$ cat config.mk
export PLATFORM = sky130hd
export DESIGN_NAME = ex_muldiv_unit
export DESIGN_NICKNAME = d
export VERILOG_FILES = /design/src/rtl/muldiv_pkg.sv /design/src/rtl/muldiv_divider.sv /design/src/rtl/ex_muldiv_unit.sv
export SDC_FILE = /design/constraint.sdc
export NUM_CORES = 2
export LEC_CHECK = 0
export CORE_UTILIZATION = 60
export DETAILED_ROUTE_END_ITERATION = 10
export PLACE_DENSITY = 0.8
export SLEW_MARGIN = 20
export SYNTH_ARGS = -nofsm -noshare
export SYNTH_HDL_FRONTEND = slang
export SYNTH_SLANG_ARGS = --single-unit
$ cat constraint.sdc
create_clock -name clock -period 9.7 [get_ports clock]
set_input_delay 0.97 -clock clock [delete_from_list [all_inputs] [get_ports clock]]
set_output_delay 0.97 -clock clock [all_outputs]
set_load 0.03 [all_outputs]
$ cat src/rtl/muldiv_pkg.sv
// Shared definitions for the EX-stage HI/LO multiply-divide unit:
// operation encodings, FSM states and small decode helpers.
package muldiv_pkg;

    localparam logic [3:0] MD_NONE  = 4'd0;
    localparam logic [3:0] MD_MFHI  = 4'd1;
    localparam logic [3:0] MD_MFLO  = 4'd2;
    localparam logic [3:0] MD_MTHI  = 4'd3;
    localparam logic [3:0] MD_MTLO  = 4'd4;
    localparam logic [3:0] MD_MULT  = 4'd5;
    localparam logic [3:0] MD_MULTU = 4'd6;
    localparam logic [3:0] MD_DIV   = 4'd7;
    localparam logic [3:0] MD_DIVU  = 4'd8;
    localparam logic [3:0] MD_MADD  = 4'd9;
    localparam logic [3:0] MD_MADDU = 4'd10;
    localparam logic [3:0] MD_MSUB  = 4'd11;
    localparam logic [3:0] MD_MSUBU = 4'd12;

    localparam int DIV_ITERS = 32;

    typedef enum logic [1:0] {
        ST_IDLE,
        ST_MUL1,
        ST_DIV,
        ST_FIX
    } mdState_t;

    function automatic logic isMulOp(input logic [3:0] op);
        return (op == MD_MULT) || (op == MD_MULTU) || (op == MD_MADD) ||
               (op == MD_MADDU) || (op == MD_MSUB) || (op == MD_MSUBU);
    endfunction

    function automatic logic isSignedOp(input logic [3:0] op);
        return (op == MD_MULT) || (op == MD_DIV) || (op == MD_MADD) || (op == MD_MSUB);
    endfunction

endpackage

$ cat src/rtl/muldiv_divider.sv
// Iterative restoring divider, one quotient bit per cycle; operates on
// magnitudes and applies the recorded signs on its outputs.
module muldiv_divider
    import muldiv_pkg::*;
(
    input  logic        clock,
    input  logic        reset,
    input  logic        start,
    input  logic        isSigned,
    input  logic [31:0] dividend,
    input  logic [31:0] divisor,
    output logic [31:0] quotient,
    output logic [31:0] remainder,
    output logic        done
);

    logic [31:0] quoReg, remReg, divReg;
    logic [4:0]  countReg;
    logic        runReg, qSignReg, rSignReg;
    logic [31:0] absDividend, absDivisor;
    logic [32:0] shifted, diff;
    logic        fits;

    assign absDividend = (isSigned && dividend[31]) ? -dividend : dividend;
    assign absDivisor  = (isSigned && divisor[31])  ? -divisor  : divisor;

    // The partial remainder stays below the divisor, so 33 bits hold the trial.
    assign shifted = {remReg, quoReg[31]};
    assign diff    = shifted - {1'b0, divReg};
    assign fits    = !diff[32];

    always_ff @(posedge clock) begin
        if (!reset) begin
            quoReg   <= '0;
            remReg   <= '0;
            divReg   <= '0;
            countReg <= '0;
            runReg   <= 1'b0;
            qSignReg <= 1'b0;
            rSignReg <= 1'b0;
        end else if (start) begin
            quoReg   <= absDividend;
            remReg   <= '0;
            divReg   <= absDivisor;
            countReg <= 5'(DIV_ITERS - 1);
            runReg   <= 1'b1;
            qSignReg <= isSigned && (dividend[31] ^ divisor[31]);
            rSignReg <= isSigned && dividend[31];
        end else if (runReg) begin
            remReg   <= fits ? diff[31:0] : shifted[31:0];
            quoReg   <= {quoReg[30:0], fits};
            countReg <= countReg - 5'd1;
            if (countReg == 5'd0) begin
                runReg <= 1'b0;
            end
        end
    end

    assign done      = runReg && (countReg == 5'd0);
    assign quotient  = qSignReg ? -quoReg : quoReg;
    assign remainder = rSignReg ? -remReg : remReg;

endmodule

$ cat src/rtl/ex_muldiv_unit.sv
// EX-stage HI/LO unit: owns HI/LO, runs the 2-cycle multiply path and
// sequences the iterative divider, stalling HI/LO users while busy.
module ex_muldiv_unit
    import muldiv_pkg::*;
#(
    parameter logic [31:0] DIV_ZERO_Q = 32'hFFFFFFFF
) (
    input  logic        clock,
    input  logic        reset,
    input  logic [3:0]  EX_MDOp,
    input  logic [31:0] EX_Rs,
    input  logic [31:0] EX_Rt,
    input  logic        EX_Hold,
    output logic [31:0] EX_MDResult,
    output logic        EX_MDStall,
    output logic        MD_Busy
);

    mdState_t           stateReg, stateNext;
    logic [31:0]        hiReg, loReg, hiNext, loNext;
    logic signed [32:0] mulAReg, mulBReg;
    logic [3:0]         mulOpReg;
    logic               divZeroReg;
    logic [31:0]        zeroRemReg;
    logic               opValid, accept, opIsMul, opIsDiv, opSigned, divStart, divDone;
    logic [31:0]        divQuot, divRem;
    logic [63:0]        product, accSum, accDiff;

    assign opValid  = (EX_MDOp != MD_NONE) && (EX_MDOp <= MD_MSUBU);
    assign MD_Busy  = (stateReg != ST_IDLE);
    assign accept   = opValid && !MD_Busy && !EX_Hold;
    // Stall must not look at EX_Hold, otherwise hazard logic forms a loop.
    assign EX_MDStall = opValid && MD_Busy;
    assign opIsMul  = isMulOp(EX_MDOp);
    assign opIsDiv  = (EX_MDOp == MD_DIV) || (EX_MDOp == MD_DIVU);
    assign opSigned = isSignedOp(EX_MDOp);
    assign divStart = accept && opIsDiv && (EX_Rt != 32'd0);

    assign EX_MDResult = (EX_MDOp == MD_MFHI) ? hiReg :
                         (EX_MDOp == MD_MFLO) ? loReg : 32'd0;

    assign product = $signed({{31{mulAReg[32]}}, mulAReg}) * $signed({{31{mulBReg[32]}}, mulBReg});
    assign accSum  = {hiReg, loReg} + product;
    assign accDiff = {hiReg, loReg} - product;

    muldiv_divider uDivider (
        .clock     (clock),
        .reset     (reset),
        .start     (divStart),
        .isSigned  (opSigned),
        .dividend  (EX_Rs),
        .divisor   (EX_Rt),
        .quotient  (divQuot),
        .remainder (divRem),
        .done      (divDone)
    );

    always_ff @(posedge clock) begin
        if (!reset) begin
            stateReg   <= ST_IDLE;
            hiReg      <= '0;
            loReg      <= '0;
            mulAReg    <= '0;
            mulBReg    <= '0;
            mulOpReg   <= MD_NONE;
            divZeroReg <= 1'b0;
            zeroRemReg <= '0;
        end else begin
            stateReg <= stateNext;
            hiReg    <= hiNext;
            loReg    <= loNext;
            if (accept && opIsMul) begin
                mulAReg  <= {opSigned & EX_Rs[31], EX_Rs};
                mulBReg  <= {opSigned & EX_Rt[31], EX_Rt};
                mulOpReg <= EX_MDOp;
            end
            if (accept && opIsDiv) begin
                divZeroReg <= (EX_Rt == 32'd0);
                zeroRemReg <= EX_Rs;
            end
        end
    end

    always_comb begin
        stateNext = stateReg;
        hiNext    = hiReg;
        loNext    = loReg;
        case (stateReg)
            ST_IDLE: begin
                if (accept) begin
                    if (EX_MDOp == MD_MTHI) hiNext = EX_Rs;
                    if (EX_MDOp == MD_MTLO) loNext = EX_Rs;
                    if (opIsMul) stateNext = ST_MUL1;
                    if (opIsDiv) stateNext = (EX_Rt == 32'd0) ? ST_FIX : ST_DIV;
                end
            end
            ST_MUL1: begin
                if (mulOpReg == MD_MADD || mulOpReg == MD_MADDU) begin
                    {hiNext, loNext} = accSum;
                end else if (mulOpReg == MD_MSUB || mulOpReg == MD_MSUBU) begin
                    {hiNext, loNext} = accDiff;
                end else begin
                    {hiNext, loNext} = product;
                end
                stateNext = ST_IDLE;
            end
            ST_DIV: begin
                if (divDone) stateNext = ST_FIX;
            end
            ST_FIX: begin
                if (divZeroReg) begin
                    loNext = DIV_ZERO_Q;
                    hiNext = zeroRemReg;
                end else begin
                    loNext = divQuot;
                    hiNext = divRem;
                end
                stateNext = ST_IDLE;
            end
            default: stateNext = ST_IDLE;
        endcase
    end

endmodule

# == Word-level counts from Yosys, hierarchy flattened ==
# Index checks and enable logic that the tools add are counted.
# totals
register_bits,273
latchBits,0
ramBits,0
mem_bits_ro,0
word_cells,123
mem_count,0
# op_classes
add_sub_neg,8
n_mul,1
div,0
magnitude_cmp,1
n_eq_ne,24
shift,0
n_mux,32
bitwise,4
reduce_logical,38
# ops
cell,n
$mux 32,19
$pmux 32 s3,2
$neg 32->32,4
$add 64x64->64,1
$mul 33x33->64,1
$sub 64x64->64,1
$eq 4x4->1 const B,9
$sub 33x32->33,1
$logic_not 32->1,1
$reduce_bool 32->1,1
$eq 4x3->1 const B,4
$logic_and 1x1->1,11
$logic_or 1x1->1,11
$mux 5,2
$reduce_and 3->1,3
$eq 4x2->1 const B,2
$mux 2,4
$ne 2x2->1 const B,4
$pmux 2 s3,1
$logic_not 5->1,1
$sub 5x1->5 const B,1
$eq 2x2->1 const B,2
$eq 4x1->1 const B,1
$le 4x4->1 const B,1
other kinds (12),20

# == Longest topological paths before layout ==
# depth
depth_word,10
mapped_depth,44
ltp_nobuf,41

# == Cells and area by module ==
# A second synthesis with hierarchy kept.
# hier_totals
cells_unflattened,7482
hier_area_um2,62615.1
# by_module_without_submodules
module,n_inst,cells_each,area_each_um2,seq_area_each_um2
ex_muldiv_unit,1,6349,53835.4,3383.2
muldiv_divider,1,1133,8779.7,2082.0

# == Worst setup path before layout ==
# OpenSTA, ideal clock, no wires.
# synth_path
path_type,register to register
start,register mulBReg[3]
end,register hiReg[24]
setup_time_ns,0.091
arrival_time_ns,9.853
path_slack_ns,-0.244
path_stages_with_launch,41
path_buffers,3
period_less_slack_ns,9.944
cell_sequence,dfxtp_1 -> clkbuf_1 -> clkbuf_1 -> nand2_1 -> fa_1 -> fa_1 -> inv_1 -> fa_1 -> inv_1 -> fa_1 -> inv_1 -> fa_1 -> fa_1 -> fa_1 -> inv_1 -> fa_1 -> inv_1 -> ha_1 -> (+5 left out) -> nor2_1 -> or3_1 -> a21oi_1 -> xor2_1 -> inv_1 -> ha_1 -> clkbuf_1 -> and3_1 -> nand2_1 -> or4_1 -> a221oi_1 -> nor2_1 -> o311ai_1 -> a41o_1 -> or3_1 -> nand2_1 -> o31a_1 -> a311oi_1
# synth_between
elab_chain_len,5
# synth_rtl
item,line_no,rtl
start: declaration,ex_muldiv_unit.sv:21,"logic signed [32:0] mulAReg, mulBReg;"
start signal: assignment,ex_muldiv_unit.sv:74,"mulBReg <= {opSigned & EX_Rt[31], EX_Rt};"
$mul 33x33->64 *,ex_muldiv_unit.sv:42,"assign product = $signed({{31{mulAReg[32]}}, mulAReg}) * $signed({{31{mulBReg[32]}}, mulBReg});"
$sub 64x64->64,ex_muldiv_unit.sv:44,"assign accDiff = {hiReg, loReg} - product;"
$mux 32,ex_muldiv_unit.sv:100,end else if (mulOpReg == MD_MSUB || mulOpReg == MD_MSUBU) begin
$mux 32 *,ex_muldiv_unit.sv:98,if (mulOpReg == MD_MADD || mulOpReg == MD_MADDU) begin
$pmux 32 s3 *,ex_muldiv_unit.sv:88,case (stateReg)
end signal: assignment,ex_muldiv_unit.sv:70,hiReg <= hiNext;
end: declaration,ex_muldiv_unit.sv:20,"logic [31:0] hiReg, loReg, hiNext, loNext;"
# Every way passes the cells marked *; elsewhere a longest branch is shown, timed or not.
# A chain may end at the register's enable or synchronous reset.

# == Final worst setup path ==
# layout_path
start,register mulBReg[2]
end,register hiReg[26]
# The elaborated chain is that of the path after synthesis.

==> flow_summary.yaml <==
sta:
  fmax_mhz: 97.7
  tightest_slew_ns: 1.21
  period_minus_slack_ns: 10.23
  finalSetupViolations: 18
  hold_viol: 0
  finalCritPeriodShare: 1.06
  relSlewSlack: 0.193
  setup_slack_ns: -0.534
  fin_worst_skew_ns: 0.0505
  slew_violations: 0
  rsz0062_at_grt: "true"
  holdWs_ns: 0.466
routing:
  wirelength_mm: 235
  detail_route.vias_per_cell: 6.15
  firstDrtPassIters: 8
  antenna_left: 0
  vias: 60000
  drc: 0
  wire_per_inst_um: 24.1
  drt-initial-drc-count: 6127
synthesis:
  synth_cells: 7592
  async_flop_share: 0
  synth_seq_cells: 273
  synth_edf_count: 0
  ys_types: 82
  synth_area_um2: 62900
  synth_seq_area_share: 0.0869
  synthesis.nets: 9173
  syn_avg_cell_area_um2: 8.29
  ys.flop_type: "dfxtp_1"
  yosys_warnings: 0
global_routing:
  antenna_found_initial: 28
  grt_max_degree: 96
  grt_pass1_wl_mm: 353
  grt_overflow: 0
  grt_pass1_vias: 61700
  grt_usage: 0.433
layout:
  drive_gt1_frac: 0.199
  regArea_um2: 5560
  syn_to_final_growth_pct: 22.8
  final_common_cell: "inv_1"
  final_area_um2: 77300
  final_nets: 9922
  multi_input_area_um2: 53700
  fill_cells: 7403
  final_cell_mix: "inv_1 (1229), fa_1 (1093), nand2_1 (1084)"
  utilization: 0.744
outcome:
  status: "complete, but fails checks"
  violations: "setup timing"
pwr:
  finalPower_uw: 6820
  p_leak_uw: 0.0367
  p_per_area_nw_per_um2: 88.2
  vdd_drop_max_mv: 0.154
placement:
  place_area_um2: 71700
  dp_hpwl_mm: 183
  gp_congestion: 1.09
  place_ws_ns: -1.28
  port_buffers: 104
clocking:
  cts_buffers: 36
  clk_latency_ns: 0.61
  cts.sinks: 273
  root_buffer: "clkbuf_16"
  cts_hold_buf: 0
  ctsHtreeMaxLevel: 2
  cts_buffer_depth: 3
  cts_tree: "yes"
  clk_pin_slew_ns: 0.07
setup_path:
  cp_num_buf_inv: 11
  cpPeakStageDelay_ns: 0.61
  path_class: "flip-flop to flip-flop"
  cpMostUsedCell: "fa_1"
  critPathRequiredTime_ns: 10.20
  crit_path_start_kind: "flip-flop"
  worst_path_max_delay_cell: "fa_1"
  end_kind: "flip-flop"
  arrival_ns: 10.73
  crit_fanout: 7
  crit_family: "adder cells"
run:
  maxCapViolCount: 0
floorplan:
  start_util: 0.606
  io_pins: 105
  row_count: 118
  die_x_um: 326
  die_h_um: 326
  dieArea_um2: 106000
  coreArea_um2: 104000
min_path:
  min_path_type: "flip-flop to flip-flop"
==> final timing paths <==
kind | start | endpoint | slack, ns | cells past startpoint
worst min-delay path | zeroRemReg[11]$_SDFFE_PN0P_ | zeroRemReg[11]$_SDFFE_PN0P_ | 0.47 | 2
worst min register to register | zeroRemReg[11]$_SDFFE_PN0P_ | zeroRemReg[11]$_SDFFE_PN0P_ | 0.47 | 2
worst max register to register | mulBReg[2]$_SDFFE_PN0P_ | hiReg[26]$_SDFFE_PN0P_ | -0.53 | 41
worst max-delay path | mulBReg[2]$_SDFFE_PN0P_ | hiReg[26]$_SDFFE_PN0P_ | -0.53 | 41
==> synthesized netlist by cell type, types with 48 or more instances <==
library cell     n  area [um^2]
mux2i_1         61          611
clkbuf_1       434         1630
o21ai_0        266         1330
fa_1          1128        22600
a21oi_1        316         1580
o31ai_1         50          375
xor2_1          95          832
and2_1         523         3270
inv_1         1264         4740
a21boi_0       116          871
nor2_1         306         1150
dfxtp_1        273         5470
a21o_1          83          623
nand2_1       1097         4120
xnor2_1        168         1470
ha_1           382         4780
nand3_1         59          295
and3_1          48          300
nor3_1          82          410
nand2b_1        55          344
==> cells by family (layout without fill, tap and decap cells) <==
family	after synthesis	count (layout)	synth area share
XOR/XNOR	263	263	0.0366
AO/OA/AOI/OAI	1380	1380	0.147
flip-flops	273	273	0.0869
adder cells (fa/ha/maj)	1510	1510	0.435
buffers and inverters	1725	2501	0.104
AND/OR/NAND/NOR	2366	2366	0.179
multiplexers	75	75	0.0122
other	0	11	0
==> timing repair <==
item	CTS	global route
cloned	2	6
resized for setup	349	374
endpoints found under the setup margin	41	42
setup buffers	59	50
pin swaps	116	180
==> sequential cells by signal, summed over array words and instances, names as in the netlist <==
register / flops
uDivider.rSignReg: 1
uDivider.quoReg: 32
stateReg: 2
uDivider.remReg: 32
mulBReg: 33
mulAReg: 33
uDivider.runReg: 1
uDivider.qSignReg: 1
hiReg: 32
uDivider.countReg: 5
loReg: 32
uDivider.divReg: 32
mulOpReg: 4
divZeroReg: 1
zeroRemReg: 32
==> power by group <==
| part | internal, uW | switching, uW | leakage [uW] |
|---|---|---|---|
| registers | 1170 | 106 | 0.00224 |
| logic | 1730 | 2230 | 0.0338 |
| clock network | 933 | 640 | 0.000661 |
| total | 3840 | 2980 | 0.0367 |
==> area by class of cell <==
| cell class | count | share of cell area |
|---|---|---|
| Multi-Input combinational cell | 5594 | 0.695 |
| Timing Repair Buffer | 1172 | 0.131 |
| Sequential cell | 273 | 0.0720 |
| Inverter | 1264 | 0.0614 |
| Tap cell | 1380 | 0.0223 |
| Clock buffer | 43 | 0.0129 |
| Clock inverter | 22 | 0.00460 |
| Antenna cell | 11 | 0.000356 |
==> worst register-to-register path: cells and delay by family (launching register included) <==
family	cells	cell delay, ns
fa+ha+maj	10	4.84
buf+inv	11	1.12
xor+xnor	2	0.35
simple gates	3	0.59
compound gates	15	2.80
flops	1	0.42
==> stage by stage <==
step                      cells  TNS (ns)
after CTS                  9696     -3.14
after detailed placement   9572    -25.05
after global placement     9572    -20.49
final                      9759     -6.01
after global routing       9756    -11.29
after floorplan            7592         0
==> per-layer routing <==
metal  wire length, um  GRT usage  up-vias  part of all wire
met5               110          0        -           0.00047
met4             15300      0.230       16             0.065
met1             85800      0.554    29700              0.36
met3             28900      0.115      930              0.12
li1                  -          -    25600                 -
met2            105000      0.673     3709              0.45
Power figures use the tool's default switching activity.
